<file path="config.mk">
export PLATFORM = sky130hd
export DESIGN_NAME = aes_round_sched
export DESIGN_NICKNAME = d
export VERILOG_FILES = /design/src/rtl/aes_round_sched_pkg.sv /design/src/rtl/aes_round_sched_key_cache.sv /design/src/rtl/aes_round_sched.sv
export SDC_FILE = /design/constraint.sdc
export NUM_CORES = 1
export LEC_CHECK = 0
export ABC_AREA = 0
export CORE_MARGIN = 2
export CORE_UTILIZATION = 35
export DETAILED_ROUTE_END_ITERATION = 10
export MAX_ROUTING_LAYER = met4
export PLACE_DENSITY = 0.61
export SYNTH_ARGS = -nofsm -noshare
export SYNTH_HDL_FRONTEND = slang
export SYNTH_SLANG_ARGS = --single-unit
</file>
<file path="constraint.sdc">
create_clock -name HCLK -period 12.9 [get_ports HCLK]
set_clock_uncertainty 0.2 [all_clocks]
set_input_delay 3.87 -clock HCLK [delete_from_list [all_inputs] [get_ports HCLK]]
set_output_delay 3.87 -clock HCLK [all_outputs]
set_load 0.01 [all_outputs]
</file>
<file path="src/rtl/aes_round_sched_pkg.sv">
// Shared types and constants for the AES-128 round sequencer.
package aes_ctrl_pkg;

  localparam int AES_NR      = 10;
  localparam int AES_KEY_W   = 128;
  localparam int AES_KEY_LAT = 12;

  typedef enum logic [2:0] {
    S_IDLE,
    S_KEYEXP,
    S_INIT,
    S_ROUND,
    S_FINAL,
    S_DONE
  } sched_state_t;

endpackage

</file>
<file path="src/rtl/aes_round_sched_key_cache.sv">
// Remembers the last fully expanded cipher key so repeated keys skip expansion.
module aes_key_cache
  import aes_ctrl_pkg::*;
(
  input  logic                 clk,
  input  logic                 rst,
  input  logic                 flush,
  input  logic                 store,
  input  logic [AES_KEY_W-1:0] store_key,
  input  logic [AES_KEY_W-1:0] cmp_key,
  output logic                 hit
);

  logic [AES_KEY_W-1:0] cached_key;
  logic                 key_vld;

  // A flush in the same cycle as a store must leave the cache invalid.
  always_ff @(posedge clk) begin
    if (rst) begin
      key_vld <= 1'b0;
    end else if (flush) begin
      key_vld <= 1'b0;
    end else if (store) begin
      key_vld <= 1'b1;
    end
  end

  always_ff @(posedge clk) begin
    if (store) begin
      cached_key <= store_key;
    end
  end

  assign hit = key_vld && (cached_key == cmp_key) && !flush;

endmodule

</file>
<file path="src/rtl/aes_round_sched.sv">
// Control sequencer for the AES-128 core: key expansion on miss, then INIT, rounds and final round.
module aes_round_sched
  import aes_ctrl_pkg::*;
#(
  parameter int NR      = AES_NR,
  parameter int KEY_LAT = AES_KEY_LAT
) (
  input  logic                 HCLK,
  input  logic                 rst,
  input  logic                 in_valid,
  output logic                 in_ready,
  input  logic [AES_KEY_W-1:0] in_key,
  input  logic                 flush,
  output logic                 key_ena,
  output logic [AES_KEY_W-1:0] key_word,
  output logic                 rnd_load,
  output logic                 rnd_en,
  output logic                 last_rnd,
  output logic [3:0]           rnd_idx,
  output logic [3:0]           key_sel,
  output logic                 out_valid,
  input  logic                 out_ready,
  output logic                 busy
);

  localparam int CNT_W = $clog2(KEY_LAT + 1);

  sched_state_t state, state_nxt;
  logic [CNT_W-1:0] key_cnt;
  logic             accept;
  logic             hit;
  logic             key_done;

  assign accept   = in_valid && in_ready;
  assign key_done = (state == S_KEYEXP) && (key_cnt == CNT_W'(KEY_LAT - 1));

  aes_key_cache u_cache (
    .clk       (HCLK),
    .rst       (rst),
    .flush     (flush),
    .store     (key_done),
    .store_key (key_word),
    .cmp_key   (in_key),
    .hit       (hit)
  );

  always_comb begin
    state_nxt = state;
    in_ready  = 1'b0;
    key_ena   = 1'b0;
    rnd_load  = 1'b0;
    rnd_en    = 1'b0;
    last_rnd  = 1'b0;
    out_valid = 1'b0;
    busy      = 1'b1;
    case (state)
      S_IDLE: begin
        in_ready = 1'b1;
        busy     = 1'b0;
        if (in_valid) state_nxt = hit ? S_INIT : S_KEYEXP;
      end
      S_KEYEXP: begin
        key_ena = 1'b1;
        if (key_done) state_nxt = S_INIT;
      end
      S_INIT: begin
        rnd_load  = 1'b1;
        state_nxt = S_ROUND;
      end
      S_ROUND: begin
        rnd_en = 1'b1;
        if (rnd_idx == 4'(NR - 1)) state_nxt = S_FINAL;
      end
      S_FINAL: begin
        rnd_en    = 1'b1;
        last_rnd  = 1'b1;
        state_nxt = S_DONE;
      end
      S_DONE: begin
        out_valid = 1'b1;
        if (out_ready) state_nxt = S_IDLE;
      end
      default: state_nxt = S_IDLE;
    endcase
  end

  // Round index doubles as the subkey select: 0 = raw key, k = subkey(k-1).
  always_ff @(posedge HCLK) begin
    if (rst) begin
      state    <= S_IDLE;
      key_cnt  <= '0;
      rnd_idx  <= 4'd0;
      key_word <= '0;
    end else begin
      state <= state_nxt;
      case (state)
        S_IDLE: begin
          if (accept) begin
            key_word <= in_key;
            rnd_idx  <= 4'd0;
            key_cnt  <= '0;
          end
        end
        S_KEYEXP: key_cnt <= key_cnt + CNT_W'(1);
        S_INIT:   rnd_idx <= 4'd1;
        S_ROUND:  rnd_idx <= rnd_idx + 4'd1;
        default: ;
      endcase
    end
  end

  assign key_sel = rnd_idx;

endmodule

</file>
==> metrics.txt, run 1 <==
Yosys reg bits 268; worst slew pin tran 1240 ps; first-pass GRT wire length 49100 um; post-synthesis cell count 1008; startpoint types input port; die height 178 um; CP arrival 7110 ps; r2r endpoint state[1]$_SDFFE_PP0P_; largest net degree at the start of global routing 93; PortBufs 275; RSZ-0062 raised after global routing false; outcome complete, no violations; Routed met1 length 14400 um; worst vdd ir 102 uV; setup slack after layout 6040 ps; Initial Util 35.6%; async set-or-reset flop fraction in the synthesized netlist 0%; Setup-failing EPs final 0; detailed-route vias per instance 4.88; WL per Instance 20.2 um; CTS Buf Count 29; All-Layer GR Usage 21.4%; # IOs 276; initial antenna violation count 3; clk buf depth 3; CP Max Fanout 2; crit path to state[1]$_SDFFE_PP0P_; Setup crit start in_key[68]; CTS tree done; required time worst endpoint 13150 ps; # H-tree levels 1; leak pwr 5.10 nW; WL met3 2970 um; cell taking the most area after synthesis edfxtp_1; Warnings, synthesis 0; crit path cell chain clkdlybuf4s50_1, xor2_1, nor4_1, nand4_1, nor4_2, and4_1, o21ai_2, a221oi_2; Nets 1405; most common cell in the netlist nand2_1; critical path class input port to flip-flop; worst-skew pair later-pin latency 550 ps; 1st-iter DRT viols 570; largest cells by area after synthesis edfxtp_1 (36%), dfxtp_1 (27%), nand2_1 (9.3%), a21oi_1 (6.5%), xnor2_1 (3.5%); Syn Nets 1144; Worst setup EP type flip-flop; Routability Congestion 0.848; Layout area overhead 38.1%; CP max-delay cell nor4_1; CTS Sinks 268; Pwr per Cell Area 143 nW/um^2; ANT nets after route 0; routed via count 8215; vias in the first global route 7977; Max transition margin 16.4%; hold-fix buffers at CTS 0; Commonest cells post-synth nand2_1 (262), dfxtp_1 (140), a21oi_1 (136); final hold vios 0; Bufs and invs on worst path 1; number of core rows 63; Core Footprint 29600 sq um; setup TNS 0 ps; filler instances 2771; Die ar. 31500 sq um; DP Area 13600 sq um; count of different cell masters after synthesis 45; Post-CTS Setup Bufs 0; Clock Tree Root clkbuf_16; CP max stage delay 1060 ps; worst r2r src u_cache.cached_key[68]$_DFFE_PP_; share of post-route cells with drive strength above 1 4.73%; Max Clock Freq 0.146 GHz; DP Worst Slack 5630 ps; Residual DRC 0; First-pass DRT Iterations 4; Top FF cell, synth dfxtp_1; Yosys top cell area share 36.4%; uppermost layer routed met4; Worst path depth 8; Tcrit/Tclk final 53.2%; Final Max Tran Viols 0; CP delay by family, top simple AND/OR/NAND/NOR gates; post-route design area 14600 sq um; die width 178 um; Seq/Total Area, Yosys 63.0%; CTS-repair resized insts 0; GR Overflow Total 0; clk slew on worst S/H paths 60 ps; HPWL Detailed 24200 um; crit path time final 6860 ps; Synth Area per Inst 10.5 sq um; Min-Delay Path Class flip-flop to flip-flop; max_cap viols 0; final WL 34100 um; Mapped Area 10500 sq um; EDFF count, synth 128; FF-to-FF path depth 7; DR WL met2 15700 um; internal reg-to-reg setup slack 9470 ps
==> cells in the final DEF (no fill, tap or decap), types with 8 or more instances in the layout <==
cell               n
xor2_1            33
nand2_1          261
nand3_1            8
nor3_1             8
dfxtp_1          140
nor2_1             8
edfxtp_1         128
nand4_1           15
clkdlybuf4s50_1  274
a21oi_1          136
clkbuf_1           9
nor4_1            17
clkbuf_16         29
nand2b_1          20
o22ai_1           14
inv_1             47
nor2b_1           27
xnor2_1           42
==> cell type report <==
| class | count | area (sq um) | share of cell area (%) |
|---|---|---|---|
| timing repair buffer | 280 | 2790 | 19.1 |
| multi-input combinational | 641 | 3510 | 24.1 |
| clock inverter | 9 | 97.6 | 0.670 |
| antenna | 3 | 7.51 | 0.0515 |
| sequential | 268 | 6650 | 45.6 |
| inverter | 49 | 184 | 1.26 |
| tap | 390 | 488 | 3.35 |
| clock buffer | 44 | 842 | 5.78 |
==> registers in the layout, summed over array words and instances (netlist names) <==
name / cells
key_word: 128
u_cache.cached_key: 128
key_cnt: 4
key_sel: 4
state: 3
u_cache.key_vld: 1
==> report_power, final <==
group	leakage (nW)	switching [W]	internal [W]	total, W
registers	2.33	0.0000307	0.000932	0.000963
clock network	0.465	0.000333	0.000487	0.000821
logic	2.31	0.000160	0.000141	0.000301
==> routing by layer <==
| metal | vias up | track usage, % |
|---|---|---|
| met5 | - | - |
| met4 | 0 | 6.73 |
| met3 | 54 | 6.38 |
| met2 | 284 | 33.0 |
| met1 | 3900 | 27.1 |
| li1 | 3977 | - |
==> worst register-to-register path, stage by stage (launching register included) <==
cell      delay (ps)
edfxtp_1         380
xor2_1           200
nor4_1          1060
nand4_1          460
nor4_2           380
and4_1           310
o21ai_2           80
a221oi_2         270
==> worst min-delay path by stage <==
stage	start	end	slack, ps	depth (start not counted)
after floorplan	key_cnt[3]$_SDFFE_PP0P_	key_cnt[3]$_SDFFE_PP0P_	250	2
after CTS	key_word[113]$_SDFFE_PP0P_	u_cache.cached_key[113]$_DFFE_PP_	250	0
after global placement	key_word[74]$_SDFFE_PP0P_	u_cache.cached_key[74]$_DFFE_PP_	240	0
after global routing	key_word[116]$_SDFFE_PP0P_	u_cache.cached_key[116]$_DFFE_PP_	270	0
after detailed placement	key_word[113]$_SDFFE_PP0P_	u_cache.cached_key[113]$_DFFE_PP_	240	0
final	key_word[78]$_SDFFE_PP0P_	u_cache.cached_key[78]$_DFFE_PP_	250	0
==> kinds of logic (layout without fill, tap and decap cells) <==
kind of cell	Yosys count	in the layout	synth area share, %
other	0	3	0
buffers and inverters	99	382	3.82
flip-flops	268	268	63.0
AO/OA/AOI/OAI	188	188	10.7
adder cells (fa/ha/maj)	3	3	0.356
XOR/XNOR	75	75	6.23
AND/OR/NAND/NOR	375	375	15.9
==> per-stage QoR <==
stage	power, W	hold WS (ps)	cells	util [%]
floorplan	0.00111	252	1008	-
global placement	0.00128	236	1628	46.0
detailed placement	0.00128	239	1628	46.0
CTS	0.00211	253	1681	49.1
global route	0.00217	268	1684	49.2
finish	0.00209	253	1684	49.2
No activity file was read; power rests on OpenSTA's default activity.
==> inputs of run 2 (changes only) <==
--- a/config.mk
+++ b/config.mk
@@ -10,7 +10,7 @@
 export CORE_UTILIZATION = 35
 export DETAILED_ROUTE_END_ITERATION = 10
 export MAX_ROUTING_LAYER = met4
-export PLACE_DENSITY = 0.61
+export PLACE_DENSITY = 0.63
 export SYNTH_ARGS = -nofsm -noshare
 export SYNTH_HDL_FRONTEND = slang
 export SYNTH_SLANG_ARGS = --single-unit
==> constraint.sdc (replaced) <==
create_clock -name HCLK -period 5.9 [get_ports HCLK]
set_clock_uncertainty 0.2 [all_clocks]
set_input_delay 1.77 -clock HCLK [delete_from_list [all_inputs] [get_ports HCLK]]
set_output_delay 1.77 -clock HCLK [all_outputs]
set_load 0.01 [all_outputs]
==> metrics.txt, run 2 (synthesized netlist as in run 1, its figures left out) <==
Nets 1406 (+0.071%); CTS tree done; Worst setup EP type primary output; DP Area 13700 sq um (+0.33%); outcome complete, no violations; Core Footprint 29600 sq um (unchanged); crit path cell chain inv_2, nor3_1, o21bai_1, clkdlybuf4s50_1; PortBufs 275 (unchanged); startpoint types flip-flop; final hold vios 0 (unchanged); CP delay by family, top buffers and inverters; required time worst endpoint 3930 ps (-9220 ps); met3 usage 5.51% (-0.88 points); Routability Congestion 0.836 (-1.4%); # H-tree levels 1 (unchanged); clk slew on worst S/H paths 60 ps (about the same); most frequent cells in the layout clkdlybuf4s50_1 (274), nand2_1 (261), dfxtp_1 (140); Initial Util 35.6% (unchanged); global route hottest layer met2; WL per Instance 20.3 um (+0.30%); largest net degree at the start of global routing 111 (+19%); # IOs 276 (unchanged); Bufs and invs on worst path 2 (+1); setup TNS 0 ps (unchanged); critical path class flip-flop to primary output; share of post-route cells with drive strength above 1 5.03% (+0.30 points); RSZ-0062 raised after global routing false; Post-CTS Setup Bufs 0 (unchanged); CTS Sinks 268 (unchanged); clk buf depth 3 (unchanged); worst-skew pair later-pin latency 550 ps (about the same); HPWL Detailed 24100 um (-0.45%); worst vdd ir 236 uV (+130%); worst r2r src u_cache.cached_key[68]$_DFFE_PP_; All-Layer GR Usage 21.6% (+0.13 points); CP max stage delay 580 ps (-480 ps); most common cell after layout, fill and taps aside clkdlybuf4s50_1; number of core rows 63 (unchanged); vias in the first global route 8197 (+2.8%); Residual DRC 0 (unchanged); Top Registers key_word x128, u_cache.cached_key x128; max_cap viols 0 (unchanged); Setup-failing EPs final 0 (unchanged); First-pass DRT Iterations 5 (+1); first-pass GRT wire length 49800 um (+1.4%); CP Max Fanout 9 (+7); Final Util 49.7% (+0.50 points); M2 GR Usage 33.1% (+0.11 points); CTS Buf Count 29 (unchanged); 1st-iter DRT viols 585 (+2.6%); CTS-repair resized insts 0 (unchanged); worst slew pin tran 918 ps (-325 ps); die width 178 um (unchanged); routed via count 8295 (+0.97%); Max Clock Freq 0.235 GHz; hold-fix buffers at CTS 0 (unchanged); Min Hold Slack 253 ps (+0.718 ps); Min-Delay Path Class flip-flop to flip-flop; leak pwr 5.17 nW (+1.2%); final WL 34200 um (+0.42%); CP arrival 2280 ps (-4830 ps); die height 178 um (unchanged); Setup crit start state[2]$_SDFFE_PP0P_; Final Max Tran Viols 0 (unchanged); met1 Use GR 28.0% (+0.81 points); Clock Tree Root clkbuf_16; Die ar. 31500 sq um (unchanged); initial antenna violation count 3 (unchanged); Max transition margin 38.8% (+22 points); Pwr per Cell Area 324 nW/um^2 (+130%); crit path time final 4250 ps; GR Overflow Total 0 (unchanged); Tcrit/Tclk final 72.0%; ANT nets after route 0 (unchanged); CP max-delay cell clkdlybuf4s50_1; min-delay src key_word[27]$_SDFFE_PP0P_; detailed-route vias per instance 4.92 (+0.85%); Layout area overhead 39.5%; post-route design area 14700 sq um (+1.0%)
-- run 2: worst paths after layout --
check,end,slack [ps],cells past startpoint
setup / recovery,rnd_en,1650,4
hold / removal,u_cache.cached_key[27]$_DFFE_PP_,250,0
setup reg to reg,state[1]$_SDFFE_PP0P_,3100,7
hold reg to reg,u_cache.cached_key[27]$_DFFE_PP_,250,0
-- run 2: power by group --
part | internal, W | switching (W) | total [W]
Combinational | 0.000315 | 0.000355 | 0.000669
Clock | 0.00123 | 0.000754 | 0.00199
Sequential | 0.00204 | 0.0000676 | 0.00211
-- run 2: layout make-up --
cell class	instances	area [sq um]
inverters	49	184
diodes	3	7.51
repair buffers	281	2830
multi-input cells	641	3510
clock buffers	35	768
fillers	2756	14900
clock inverters	19	275
well taps	390	488
flip-flops and latches	268	6650
-- run 2: layer usage --
layer | part of all wire (%) | vias to the layer above
met2 | 45 | 299
met5 | 0 | -
met3 | 8.1 | 55
met1 | 44 | 3956
met4 | 2.8 | 0
li1 | - | 3985
-- run 2: per-stage QoR --
| step | worst slack, ps | instances | total power (W) |
|---|---|---|---|
| after CTS | 1640 | 1683 | 0.00480 |
| after floorplan | 1120 | 1008 | 0.00242 |
| after detailed placement | 1240 | 1629 | 0.00282 |
| after global placement | 1330 | 1629 | 0.00281 |
| final | 1650 | 1686 | 0.00476 |
| after global routing | 1530 | 1686 | 0.00493 |
==> inputs of run 3 (changes only) <==
==> constraint.sdc (replaced) <==
create_clock -name HCLK -period 3.6 [get_ports HCLK]
set_clock_uncertainty 0.2 [all_clocks]
set_input_delay 1.08 -clock HCLK [delete_from_list [all_inputs] [get_ports HCLK]]
set_output_delay 1.08 -clock HCLK [all_outputs]
set_load 0.01 [all_outputs]
==> metrics.txt, run 3 (synthesized netlist as in run 1, its figures left out) <==
FF-to-FF path depth 7 (unchanged); die height 178 um (unchanged); vias in the first global route 8364 (+2.0%); Tcrit/Tclk final 96.5%; outcome complete, no violations; internal reg-to-reg setup slack 880 ps (-2220 ps); DP Area 14000 sq um (+2.4%); first-pass GRT wire length 50300 um (+1.1%); post-route design area 15000 sq um (+1.7%); share of post-route cells with drive strength above 1 7.60% (+2.6 points); detailed-route vias per instance 4.86 (-1.3%); critical path class flip-flop to primary output; RSZ-0062 raised after global routing false; Pwr per Cell Area 505 nW/um^2 (+56%); Min-Delay Path Class flip-flop to flip-flop; Nets 1443 (+2.6%); largest net degree at the start of global routing 91 (-18%); Final Non-Filler Cells 1722 (+2.1%); crit path to key_ena; # H-tree levels 1 (unchanged); DP Cell Count 1666 (+2.3%); PortBufs 275 (unchanged); initial antenna violation count 3 (unchanged); r2r endpoint state[1]$_SDFFE_PP0P_; Die ar. 31500 sq um (unchanged); Setup-failing EPs final 0 (unchanged); GR Overflow Total 0 (unchanged); HPWL Detailed 24500 um (+1.5%); 1st-iter DRT viols 624 (+6.7%); ANT nets after route 0 (unchanged); worst r2r src u_cache.cached_key[62]$_DFFE_PP_; Layout area overhead 41.9%; max_cap viols 0 (unchanged); most frequent cells in the layout clkdlybuf4s50_1 (274), nand2_1 (261), dfxtp_1 (139); CP arrival 2190 ps (-90 ps); Setup crit start state[1]$_SDFFE_PP0P_; filler instances 2710 (-1.7%); Core Footprint 29600 sq um (unchanged); flip-flop and latch area 6650 sq um (about the same); Max Clock Freq 0.288 GHz; worst-skew pair later-pin latency 550 ps (about the same); CTS Buf Count 29 (unchanged); leak pwr 5.32 nW (+3.0%); required time worst endpoint 2320 ps (-1610 ps); Final Max Tran Viols 0 (unchanged); Worst setup EP type primary output; number of core rows 63 (unchanged); Clock Tree Root clkbuf_16; final hold vios 0 (unchanged); CP Max Fanout 10 (+1); most common cell after layout, fill and taps aside clkdlybuf4s50_1; worst vdd ir 313 uV (+33%); Post-CTS Setup Bufs 0 (unchanged); clk slew on worst S/H paths 60 ps (about the same); Residual DRC 0 (unchanged); final WL 34200 um (about the same); Top Registers key_word x128, u_cache.cached_key x128; die width 178 um (unchanged); worst slew pin tran 674 ps (-244 ps); WL per Instance 19.9 um (-2.1%); First-pass DRT Iterations 5 (unchanged); Initial Util 35.6% (unchanged); CTS tree done; All-Layer GR Usage 21.7% (+0.17 points); Min Hold Slack 235 ps (-18.5 ps); startpoint types flip-flop; clk buf depth 3 (unchanged); routed via count 8365 (+0.84%); CTS Sinks 268 (unchanged); crit path time final 3470 ps; Max transition margin 53.9% (+15 points); Routability Congestion 0.830 (-0.77%); # IOs 276 (unchanged); Multi-input gate area 3520 sq um (+0.18%)
==> run 3: cell types whose count changed in the layout (fill, tap and decap cells not counted), sizes merged <==
cell	previous run	this run
buf	7	44
clkinvlp	1	2
inv	50	49
clkinv	10	5
bufinv	7	3
clkbuf	35	43
==> run 3: worst min-delay path by stage <==
| stage | from | to | slack, ps | cells past startpoint |
|---|---|---|---|---|
| finish | key_word[1]$_SDFFE_PP0P_ | u_cache.cached_key[1]$_DFFE_PP_ | 230 | 0 |
| global placement | key_word[107]$_SDFFE_PP0P_ | u_cache.cached_key[107]$_DFFE_PP_ | 240 | 0 |
| global route | key_word[1]$_SDFFE_PP0P_ | u_cache.cached_key[1]$_DFFE_PP_ | 260 | 0 |
| detailed placement | key_word[42]$_SDFFE_PP0P_ | u_cache.cached_key[42]$_DFFE_PP_ | 240 | 0 |
| floorplan | key_cnt[3]$_SDFFE_PP0P_ | key_cnt[3]$_SDFFE_PP0P_ | 250 | 2 |
| CTS | key_word[1]$_SDFFE_PP0P_ | u_cache.cached_key[1]$_DFFE_PP_ | 250 | 0 |
==> run 3: power breakdown <==
part           internal (W)  switching [W]
sequential          0.00334       0.000109
combinational      0.000547       0.000582
clock               0.00178        0.00120
==> run 3: critical path, stage by stage (launching register included) <==
cell,delay (ps)
dfxtp_1,410
inv_2,180
nand3_1,210
inv_1,250
clkdlybuf4s50_1,610
==> run 3: area by class of cell <==
class / instances / area share, %
multi-input cells: 641 / 23.5
well taps: 390 / 3.26
repair buffers: 318 / 21.1
flip-flops and latches: 268 / 44.4
clock inverters: 10 / 0.895
inverters: 49 / 1.23
clock buffers: 43 / 5.47
diodes: 3 / 0.0502
==> run 3: stage by stage <==
step	setup slack, ps	setup TNS, ps	util, %	power (W)
5_1_grt	32.5	0	50.5	0.00786
3_3_place_gp	-392	-741	47.2	0.00463
2_1_floorplan	236	0	-	0.00396
3_5_place_dp	-407	-723	47.2	0.00465
4_1_cts	4.94	0	50.4	0.00764
6_report	125	0	50.5	0.00756
==> run 3: timing repair <==
action	CTS	global route
hold buffers	0	0
setup endpoints to repair	0	2
resized for setup	0	2
==> run 3: layer usage <==
metal	track usage (%)	vias to the layer above	routed length, um
li1	-	4058	-
met1	27.2	3987	14300
met2	34.8	277	16100
met3	6.64	43	3220
met4	4.64	0	633
met5	-	-	0
